<file path="src/rtl/mdu_pkg.sv">
// Shared types and constants for the iterative multiply/divide unit.
package mdu_pkg;

    // Operand and HI/LO register width; the datapath is written for 32 only.
    localparam int WIDTH = 32;

    // Operation encoding as presented on the MDU_op port.
    typedef enum logic [1:0] {
        MULT  = 2'b00,
        MULTU = 2'b01,
        DIV   = 2'b10,
        DIVU  = 2'b11
    } mdu_op_t;

    // Controller states: waiting, iterating, sign fix-up and writeback.
    typedef enum logic [1:0] {
        IDLE = 2'b00,
        RUN  = 2'b01,
        FIX  = 2'b10
    } mdu_state_t;

endpackage

</file>
<file path="src/rtl/mul_div_unit.sv">
// Iterative MULT/MULTU/DIV/DIVU unit owning the architectural HI/LO registers.
// Both operations work on operand magnitudes and share one 64-bit accumulator;
// signs are re-applied in the FIX cycle.
module mul_div_unit
    import mdu_pkg::*;
#(
    parameter int WIDTH = mdu_pkg::WIDTH
) (
    input  logic             clk,
    input  logic             SYS_reset_n,
    input  logic             MDU_start,
    input  logic [1:0]       MDU_op,
    input  logic [WIDTH-1:0] MDU_operand1,
    input  logic [WIDTH-1:0] MDU_operand2,
    input  logic             MDU_write_hi,
    input  logic             MDU_write_lo,
    input  logic [WIDTH-1:0] MDU_write_data,
    output logic             MDU_busy,
    output logic             MDU_done,
    output logic [WIDTH-1:0] MDU_hi,
    output logic [WIDTH-1:0] MDU_lo
);

    localparam int CNT_W = $clog2(WIDTH);

    mdu_state_t         r_state;
    mdu_state_t         w_state_next;
    mdu_op_t            r_op;
    mdu_op_t            w_op_in;
    logic               r_sign1;
    logic               r_sign2;
    logic               r_divzero;
    logic               r_done;
    logic [CNT_W-1:0]   r_cnt;
    logic [WIDTH-1:0]   r_a;
    logic [WIDTH-1:0]   r_b;
    logic [2*WIDTH-1:0] r_acc;
    logic [WIDTH-1:0]   r_hi;
    logic [WIDTH-1:0]   r_lo;

    logic               w_in_signed;
    logic [WIDTH-1:0]   w_mag1;
    logic [WIDTH-1:0]   w_mag2;
    logic               w_is_div;
    logic [WIDTH:0]     w_sum;
    logic [WIDTH:0]     w_rem_shift;
    logic [WIDTH-1:0]   w_diff;
    logic               w_ge;
    logic [2*WIDTH-1:0] w_acc_next;
    logic [2*WIDTH-1:0] w_prod;
    logic [WIDTH-1:0]   w_quot;
    logic [WIDTH-1:0]   w_rem;
    logic [WIDTH-1:0]   w_res_hi;
    logic [WIDTH-1:0]   w_res_lo;
    logic               w_busy;

    // Operand magnitudes at start; negating 0x80000000 leaves 2^31 as unsigned.
    always_comb begin
        w_op_in     = mdu_op_t'(MDU_op);
        w_in_signed = (w_op_in == MULT) || (w_op_in == DIV);
        w_mag1      = (w_in_signed && MDU_operand1[WIDTH-1]) ? -MDU_operand1 : MDU_operand1;
        w_mag2      = (w_in_signed && MDU_operand2[WIDTH-1]) ? -MDU_operand2 : MDU_operand2;
    end

    // One iteration: shift-add (multiplier LSB-first) or restoring divide (dividend MSB-first).
    always_comb begin
        w_is_div    = r_op[1];
        w_sum       = {1'b0, r_acc[2*WIDTH-1:WIDTH]} + (r_b[0] ? {1'b0, r_a} : '0);
        w_rem_shift = {r_acc[2*WIDTH-1:WIDTH], r_a[WIDTH-1]};
        w_ge        = (w_rem_shift >= {1'b0, r_b});
        w_diff      = w_rem_shift[WIDTH-1:0] - r_b;
        if (w_is_div) begin
            w_acc_next = {(w_ge ? w_diff : w_rem_shift[WIDTH-1:0]), r_acc[WIDTH-2:0], w_ge};
        end else begin
            w_acc_next = {w_sum, r_acc[WIDTH-1:1]};
        end
    end

    // Sign fix-up and HI/LO selection used in the FIX cycle.
    always_comb begin
        w_prod = ((r_op == MULT) && (r_sign1 ^ r_sign2)) ? -r_acc : r_acc;
        w_quot = ((r_op == DIV) && (r_sign1 ^ r_sign2)) ? -r_acc[WIDTH-1:0] : r_acc[WIDTH-1:0];
        w_rem  = ((r_op == DIV) && r_sign1) ? -r_acc[2*WIDTH-1:WIDTH] : r_acc[2*WIDTH-1:WIDTH];
        if (w_is_div) begin
            w_res_hi = w_rem;
            w_res_lo = r_divzero ? '1 : w_quot;
        end else begin
            w_res_hi = w_prod[2*WIDTH-1:WIDTH];
            w_res_lo = w_prod[WIDTH-1:0];
        end
    end

    // State, counter and iteration datapath registers.
    always_ff @(posedge clk or negedge SYS_reset_n) begin
        if (!SYS_reset_n) begin
            r_state   <= IDLE;
            r_op      <= MULT;
            r_sign1   <= 1'b0;
            r_sign2   <= 1'b0;
            r_divzero <= 1'b0;
            r_done    <= 1'b0;
            r_cnt     <= '0;
            r_a       <= '0;
            r_b       <= '0;
            r_acc     <= '0;
        end else begin
            r_state <= w_state_next;
            r_done  <= (r_state == FIX);
            case (r_state)
                IDLE: begin
                    if (MDU_start) begin
                        r_op      <= w_op_in;
                        r_sign1   <= w_in_signed & MDU_operand1[WIDTH-1];
                        r_sign2   <= w_in_signed & MDU_operand2[WIDTH-1];
                        r_divzero <= MDU_op[1] && (MDU_operand2 == '0);
                        r_a       <= w_mag1;
                        r_b       <= w_mag2;
                        r_acc     <= '0;
                        r_cnt     <= '0;
                    end
                end
                RUN: begin
                    r_acc <= w_acc_next;
                    r_cnt <= r_cnt + 1'b1;
                    if (w_is_div) begin
                        r_a <= r_a << 1;
                    end else begin
                        r_b <= r_b >> 1;
                    end
                end
                default: begin
                end
            endcase
        end
    end

    // Next-state selection; RUN lasts exactly WIDTH iterations.
    always_comb begin
        w_state_next = r_state;
        case (r_state)
            IDLE:    if (MDU_start) w_state_next = RUN;
            RUN:     if (r_cnt == CNT_W'(WIDTH - 1)) w_state_next = FIX;
            FIX:     w_state_next = IDLE;
            default: w_state_next = IDLE;
        endcase
    end

    // Busy covers every non-IDLE cycle so the hazard logic can stall HI/LO readers.
    always_comb begin
        w_busy = (r_state != IDLE);
    end

    // HI/LO: result writeback in FIX, otherwise MTHI/MTLO only when idle and not starting.
    always_ff @(posedge clk or negedge SYS_reset_n) begin
        if (!SYS_reset_n) begin
            r_hi <= '0;
            r_lo <= '0;
        end else if (r_state == FIX) begin
            r_hi <= w_res_hi;
            r_lo <= w_res_lo;
        end else if ((r_state == IDLE) && !MDU_start) begin
            if (MDU_write_hi) r_hi <= MDU_write_data;
            if (MDU_write_lo) r_lo <= MDU_write_data;
        end
    end

    assign MDU_busy = w_busy;
    assign MDU_done = r_done;
    assign MDU_hi   = r_hi;
    assign MDU_lo   = r_lo;

endmodule

</file>
<file path="config.mk">
export PLATFORM = sky130hd
export DESIGN_NAME = mul_div_unit
export DESIGN_NICKNAME = d
export VERILOG_FILES = /design/src/rtl/mdu_pkg.sv /design/src/rtl/mul_div_unit.sv
export SDC_FILE = /design/constraint.sdc
export NUM_CORES = 1
export LEC_CHECK = 0
export BUFFER_PORTS_ARGS = -buffer_cell sky130_fd_sc_hd__buf_4
export CAP_MARGIN = 20
export CELL_PAD_IN_SITES_DETAIL_PLACEMENT = 2
export CELL_PAD_IN_SITES_GLOBAL_PLACEMENT = 2
export CORE_ASPECT_RATIO = 1.75
export CORE_MARGIN = 2
export CORE_UTILIZATION = 39
export CTS_CLUSTER_SIZE = 14
export DETAILED_ROUTE_END_ITERATION = 7
export GPL_ROUTABILITY_DRIVEN = 0
export GPL_TIMING_DRIVEN = 0
export PLACE_DENSITY_LB_ADDON = 0.1
export SYNTH_ARGS = -nofsm -noshare
export SYNTH_HDL_FRONTEND = slang
export SYNTH_SLANG_ARGS = --single-unit
</file>
<file path="constraint.sdc">
create_clock -name clk -period 7 [get_ports clk]
set_input_delay 1.05 -clock clk [delete_from_list [all_inputs] [get_ports clk]]
set_output_delay 1.05 -clock clk [all_outputs]
set_load 0.05 [all_outputs]
</file>
==> results of run 1 <==
[cells in the final DEF (no fill, tap or decap), drive strengths merged, types with 12 or more instances in the layout]
| master | instances |
|---|---|
| nand4 | 21 |
| o31ai | 19 |
| a221o | 18 |
| o21ai | 221 |
| or3 | 18 |
| a31oi | 18 |
| inv | 61 |
| nand2 | 161 |
| a21oi | 166 |
| o211ai | 24 |
| buf | 189 |
| nand2b | 14 |
| and2 | 45 |
| clkbuf | 130 |
| a22oi | 58 |
| a21o | 32 |
| mux2i | 69 |
| nor2 | 125 |
| nor3 | 31 |
| nand3 | 68 |
| ha | 71 |
| a211oi | 12 |
| o21bai | 12 |
| dfrtp | 205 |
| xor2 | 93 |
| xnor2 | 75 |
| nor4 | 17 |
[layer usage]
metal  GRT usage (%)  routed length [um]
met5               0                   0
met3            3.33                2070
met1            30.7               23100
met4            25.7                6510
met2            65.4               38500
[worst max-delay path by stage]
stage                               start        end  depth (start not counted)
after global routing               r_b[0]  r_acc[62]                         14
after detailed placement           r_b[0]  r_acc[62]                         14
after floorplan           MDU_operand2[8]    r_b[23]                         10
after CTS                          r_b[0]  r_acc[62]                         14
after global placement             r_b[0]  r_acc[62]                         14
final                              r_b[0]  r_acc[62]                         14
[final cells by class]
class | instances | area share [%]
sequential | 205 | 27.8
clock buffer | 31 | 3.67
inverter | 61 | 1.24
tap | 495 | 3.35
multi-input combinational | 1501 | 52.7
clock inverter | 12 | 1.19
buffer | 123 | 3.02
timing repair buffer | 170 | 7.06
[logic make-up after synthesis]
| logic type | after synthesis | synth area share (%) |
|---|---|---|
| fa+ha+maj | 73 | 5.94 |
| xor+xnor | 168 | 9.41 |
| simple gates | 549 | 17.1 |
| compound gates | 640 | 25.2 |
| mux | 71 | 4.56 |
| buf+inv | 184 | 5.02 |
| flops | 205 | 32.8 |
[registers in the layout, summed over array words and instances, names as in the netlist]
signal / count
r_b: 32
MDU_done: 1
MDU_lo: 32
r_op: 2
r_sign1: 1
r_cnt: 5
r_state: 2
r_sign2: 1
r_divzero: 1
r_acc: 64
r_a: 32
MDU_hi: 32
[per-stage QoR]
| stage | std cells | total power, W |
|---|---|---|
| after floorplan | 1890 | 0.00743 |
| after global placement | 2553 | 0.00991 |
| after detailed placement | 2555 | 0.0102 |
| after CTS | 2598 | 0.0118 |
| after global routing | 2598 | 0.0126 |
| final | 2598 | 0.0119 |
[where the power goes]
| part | total (W) | internal, W | switching (W) | leakage, nW |
|---|---|---|---|---|
| combinational | 0.00787 | 0.00269 | 0.00518 | 4.99 |
| clock | 0.00146 | 0.000904 | 0.000558 | 0.434 |
| sequential | 0.00253 | 0.00175 | 0.000780 | 2.54 |
[worst max-delay path: stages, from the launching register on]
cell and delay, ns:
sky130_fd_sc_hd__dfrtp_1 0.62, sky130_fd_sc_hd__clkbuf_1 0.48, sky130_fd_sc_hd__nand2_1 0.19, sky130_fd_sc_hd__inv_1 0.09, sky130_fd_sc_hd__ha_1 0.24, sky130_fd_sc_hd__a211oi_1 0.45, sky130_fd_sc_hd__nor4_1 0.13, sky130_fd_sc_hd__nor2_1 0.29
sky130_fd_sc_hd__a21oi_1 0.22, sky130_fd_sc_hd__a31oi_1 0.35, sky130_fd_sc_hd__a311oi_2 0.25, sky130_fd_sc_hd__a311oi_1 0.56, sky130_fd_sc_hd__or4_1 0.18, sky130_fd_sc_hd__and3_1 0.17, sky130_fd_sc_hd__o311ai_0 0.12
==> flow_metrics.env, run 1 <==
export IMPL_post_cts_repair_setup_buffers=0
export IMPL_cts_tree="done"
export IMPL_die_height_um=269
export IMPL_postPlaceCellArea_sq_um=17600
export IMPL_detailedPlace_worstSlack_ns=2.49
export IMPL_timing_slew_headroom_pct=33.3
export IMPL_fin_crit_sh_pct=64.3
export IMPL_drt_pre_antenna_iters=5
export IMPL_final_max_slew_viol_count=0
export IMPL_avgRoutedWirePerCell_um=27.0
export IMPL_result_of_the_run="completed"
export IMPL_fin_area_sq_um=18500
export IMPL_worst_clock_skew_ns=0.0266
export IMPL_dieArea_sq_um=41800
export IMPL_end_kind="flop"
export IMPL_cts_htree_levels=1
export IMPL_antenna_diode_count=0
export IMPL_async_reset_ff_share_pct=100
export IMPL_synth_flop_cell="sky130_fd_sc_hd__dfrtp_1"
export IMPL_total_area_of_sequential_cells_sq_um=5130
export IMPL_power_density_nw_per_um2=642
export IMPL_route_final_wire_length_um=70200
export IMPL_grt_setup_unrepaired="no"
export IMPL_timing_critical_path_arrival_ns=4.91
export IMPL_initial_drc_count=643
export IMPL_yosysMostFrequentCell="sky130_fd_sc_hd__o21ai_0"
export IMPL_drt_drc_violations_left=0
export IMPL_timing_hold_worst_class="flop to flop"
export IMPL_synth_fp_nets=2066
export IMPL_first_pass_grt_wire_length_um=106000
export IMPL_final_util_pct=46.4
export IMPL_whs_ns=0.517
export IMPL_finalSetupViolations=0
export IMPL_initial_utilization_pct=39.3
export IMPL_regToRegSetupSlack_ns=2.50
export IMPL_grt_max_degree=106
export IMPL_fin_setup_tns_ns=0
export IMPL_synth_top_cell_by_area="sky130_fd_sc_hd__dfrtp_1"
export IMPL_cts_root_buffer="sky130_fd_sc_hd__clkbuf_16"
export IMPL_post_dp_hpwl_um=55800
export IMPL_gr_usage_all_layers_pct=33.2
export IMPL_port_buffer_count=168
export IMPL_globalRoute_totalOverflow=0
export IMPL_syn_instance_count=1890
export IMPL_regToRegEndpoint="r_acc[62]"
export IMPL_kind_of_start_point_of_the_critical_path="flop"
export IMPL_clkSinkCount=205
export IMPL_critical_path_max_fanout=10
export IMPL_design_core_area_sq_um=39800
export IMPL_worstHoldEndpoint="MDU_lo[12]"
export IMPL_syn_area_per_cell_sq_um=8.28
export IMPL_routed_via_density=6.19
export IMPL_max_cap_violations=0
export IMPL_synthesis_area_sq_um=15600
export IMPL_post_cts_resized_instances=0
export IMPL_worstMarginPinSlew_ns=1.00
export IMPL_leakage_nw=7.96
export IMPL_grt_pass1_vias=17906
export IMPL_hold_violations=0
export IMPL_num_fill_cells=4561
export IMPL_cp_required_ns=7.41
export IMPL_fmaxAchievable_ghz=0.222
export IMPL_ios=169
export IMPL_clock_path_buffers=3
export IMPL_numCtsBuffers=24
export IMPL_post_route_worst_setup_slack_ns=2.50
export IMPL_routed_via_count=16072
export IMPL_post_synth_main_area_contributors="sky130_fd_sc_hd__dfrtp_1, sky130_fd_sc_hd__o21ai_0, sky130_fd_sc_hd__ha_1"
export IMPL_clkTransAtPathRegs_ns=0.06
export IMPL_area_taken_by_multi_input_logic_gates_sq_um=9730
export IMPL_timing_hold_worst_start="MDU_lo[12]"
export IMPL_cell_depth_of_the_worst_hold_path=1
export IMPL_layout_nets=2262
export IMPL_ys_seq_area_share_pct=32.8
export IMPL_ctsHoldBuffers=0
export IMPL_synth_enable_flop_cells=0
export IMPL_grt_antenna_before_repair=0
export IMPL_vdd_ir_drop_worst_mv=0.293
export IMPL_synth_warnings=0
export IMPL_placementRows=97
export IMPL_chipWidth_um=155
export IMPL_timing_rr_start="r_b[0]"
export IMPL_yosysTopAreaCellShare_pct=32.8
export IMPL_post_synth_num_cell_types=77
export IMPL_skew_pair_late_insertion_delay_ns=0.55
export IMPL_area_growth_synth_to_final_pct=18.0
export IMPL_ws_path_type="flop to flop"
export IMPL_worst_reg_to_reg_cells=14
export IMPL_synth_ff_latch_count=205
export IMPL_final_layout_size_suffix_gt1_share_pct=11.7
export IMPL_post_synth_most_frequent_cells="sky130_fd_sc_hd__o21ai_0, sky130_fd_sc_hd__dfrtp_1, sky130_fd_sc_hd__a21oi_1"
export IMPL_antenna_violating_nets_post_route=0
export IMPL_finalCriticalPeriod_ns=4.50
Note: power is estimated with default switching activity, not from simulation.
==> run 2, diff against run 1 <==
--- a/config.mk
+++ b/config.mk
@@ -11,7 +11,7 @@
 export CELL_PAD_IN_SITES_GLOBAL_PLACEMENT = 2
 export CORE_ASPECT_RATIO = 1.75
 export CORE_MARGIN = 2
-export CORE_UTILIZATION = 39
+export CORE_UTILIZATION = 33
 export CTS_CLUSTER_SIZE = 14
 export DETAILED_ROUTE_END_ITERATION = 7
 export GPL_ROUTABILITY_DRIVEN = 0
==> constraint.sdc (replaced) <==
create_clock -name clk -period 3.6 [get_ports clk]
set_input_delay 0.54 -clock clk [delete_from_list [all_inputs] [get_ports clk]]
set_output_delay 0.54 -clock clk [all_outputs]
set_load 0.05 [all_outputs]
==> run 2 against run 1 <==
  * The run now ends with setup timing left
  * Via count is 0.69% lower
  * Core utilization fell by 5.5 points
  * Global-route usage fell by 3.7 points
  * Highest routed layer unchanged
==> flow_metrics.env, run 2 (same netlist as run 1, synthesis figures left out) <==
export IMPL_timing_critical_path_arrival_ns=4.06
export IMPL_routed_via_density=5.90
export IMPL_finalSetupViolations=1
export IMPL_wl_met3_um=2150
export IMPL_cts_htree_levels=1
export IMPL_clkSinkCount=205
export IMPL_numCtsBuffers=23
export IMPL_worst_path_largest_cell_delay_ns=0.56
export IMPL_antenna_violating_nets_post_route=0
export IMPL_ios=169
export IMPL_hold_violations=0
export IMPL_worstPathBufferInverterCount=1
export IMPL_clock_path_buffers=3
export IMPL_grt_setup_unrepaired="yes"
export IMPL_fin_setup_tns_ns=-0.0150
export IMPL_maxUsedRoutingLayer="met4"
export IMPL_route_final_wire_length_um=73300
export IMPL_chipWidth_um=169
export IMPL_result_of_the_run="complete, but fails checks"
export IMPL_drt_pre_antenna_iters=7
export IMPL_routed_wl_met2_um=40900
export IMPL_wl_met1_um=24500
export IMPL_cp_required_ns=4.05
export IMPL_cts_tree="done"
export IMPL_cp_slowest_cell="sky130_fd_sc_hd__or4_1"
export IMPL_end_kind="flop"
export IMPL_layout_cells_most_common_list="sky130_fd_sc_hd__o21ai_0, sky130_fd_sc_hd__buf_4, sky130_fd_sc_hd__dfrtp_1"
export IMPL_grt_antenna_before_repair=1
export IMPL_design_core_area_sq_um=46900
export IMPL_kind_of_start_point_of_the_critical_path="flop"
export IMPL_globalRoute_totalOverflow=0
export IMPL_largest_register_ffs=64
export IMPL_port_buffer_count=168
export IMPL_critical_path_cell_chain="buf_8 > and2_4 > ha_4 > nand3_2 > nor4_4 > nor2_4 > a21oi_4 > a31oi_4 > a311oi_4 > a311oi_2 > or4_1 > and3_4 > o311ai_2"
export IMPL_die_height_um=292
export IMPL_worstMarginPinSlew_ns=1.01
export IMPL_post_dp_hpwl_um=58800
export IMPL_fmaxAchievable_ghz=0.277
export IMPL_grt_max_degree=89
export IMPL_fin_area_sq_um=19200
export IMPL_cts_root_buffer="sky130_fd_sc_hd__clkbuf_16"
export IMPL_fin_crit_sh_pct=100
export IMPL_critical_path_max_fanout=8
export IMPL_stdcell_count=2705
export IMPL_initial_utilization_pct=33.4
export IMPL_detailedPlace_worstSlack_ns=-0.986
export IMPL_post_route_worst_setup_slack_ns=-0.0150
export IMPL_timing_slew_headroom_pct=33.0
export IMPL_area_growth_synth_to_final_pct=22.7
export IMPL_place_detailed_instances=2649
export IMPL_drt_drc_violations_left=0
export IMPL_finalCriticalPeriod_ns=3.62
export IMPL_layout_nets=2281
export IMPL_worst_clock_skew_ns=0.0222
export IMPL_timing_hold_worst_class="input port to flop"
export IMPL_clkTransAtPathRegs_ns=0.07
export IMPL_skew_pair_late_insertion_delay_ns=0.55
export IMPL_dieArea_sq_um=49200
export IMPL_first_pass_grt_wire_length_um=110000
export IMPL_ws_path_type="flop to flop"
export IMPL_final_layout_size_suffix_gt1_share_pct=17.4
export IMPL_final_max_slew_viol_count=0
export IMPL_top_register="r_acc"
export IMPL_critical_path_top_delay_family="simple AND/OR/NAND/NOR gates"
export IMPL_failed_checks="setup timing"
export IMPL_max_cap_violations=0
export IMPL_routed_via_count=15961
export IMPL_placementRows=105
export IMPL_postPlaceCellArea_sq_um=17700
export IMPL_layout_commonest_cell="sky130_fd_sc_hd__o21ai_0"
export IMPL_grt_pass1_vias=17960
export IMPL_gr_usage_all_layers_pct=29.5
export IMPL_initial_drc_count=655
export IMPL_avgRoutedWirePerCell_um=27.1
run 2: routing by layer:
layer,GRT usage (%),vias up
met5,0,-
met2,58.7,404
met4,20.3,0
met3,3.06,195
met1,27.6,8090
li1,-,7272
run 2: worst paths after layout:
path | startpoint | end | slack, ns | cells past startpoint
worst max-delay path | r_b[0] | r_acc[62] | -0.02 | 13
worst min register to register | r_a[5] | r_a[5] | 0.51 | 2
worst min-delay path | MDU_write_data[14] | MDU_lo[14] | 0.25 | 2
max in group asynchronous | SYS_reset_n | r_a[31] | 1.90 | 4
worst max register to register | r_b[0] | r_acc[62] | -0.02 | 13
min in group asynchronous | SYS_reset_n | r_acc[5] | 0.47 | 2
run 2: metrics by stage:
stage | utilization (%) | hold slack (ns)
2_1_floorplan | - | 0.244
3_3_place_gp | 37.6 | 0.483
3_5_place_dp | 37.8 | 0.455
4_1_cts | 40.1 | 0.235
5_1_grt | 40.9 | 0.256
6_report | 40.9 | 0.254
run 2: what timing repair did:
action | 4_1_cts | 5_1_grt
hold endpoints to repair | 42 | 0
setup buffers | 11 | 19
resized for setup | 84 | 51
gates cloned | 0 | 1
pin swaps | 9 | 25
setup endpoints to repair | 34 | 34
hold buffers | 1 | 0
run 2: cell type report:
cell class / instances / area [sq um]
clock buffer: 33 / 673
sequential: 205 / 5150
timing repair buffer: 203 / 1590
buffer: 110 / 539
antenna: 1 / 2.50
clock inverter: 3 / 15.0
tap: 588 / 736
fill: 5305 / 27700
multi-input combinational: 1501 / 10200
inverter: 61 / 229
Power of run 2 is left out: the tool's default activity adds up to more than one toggle a clock period on the data nets, which glitch-free logic cannot reach.
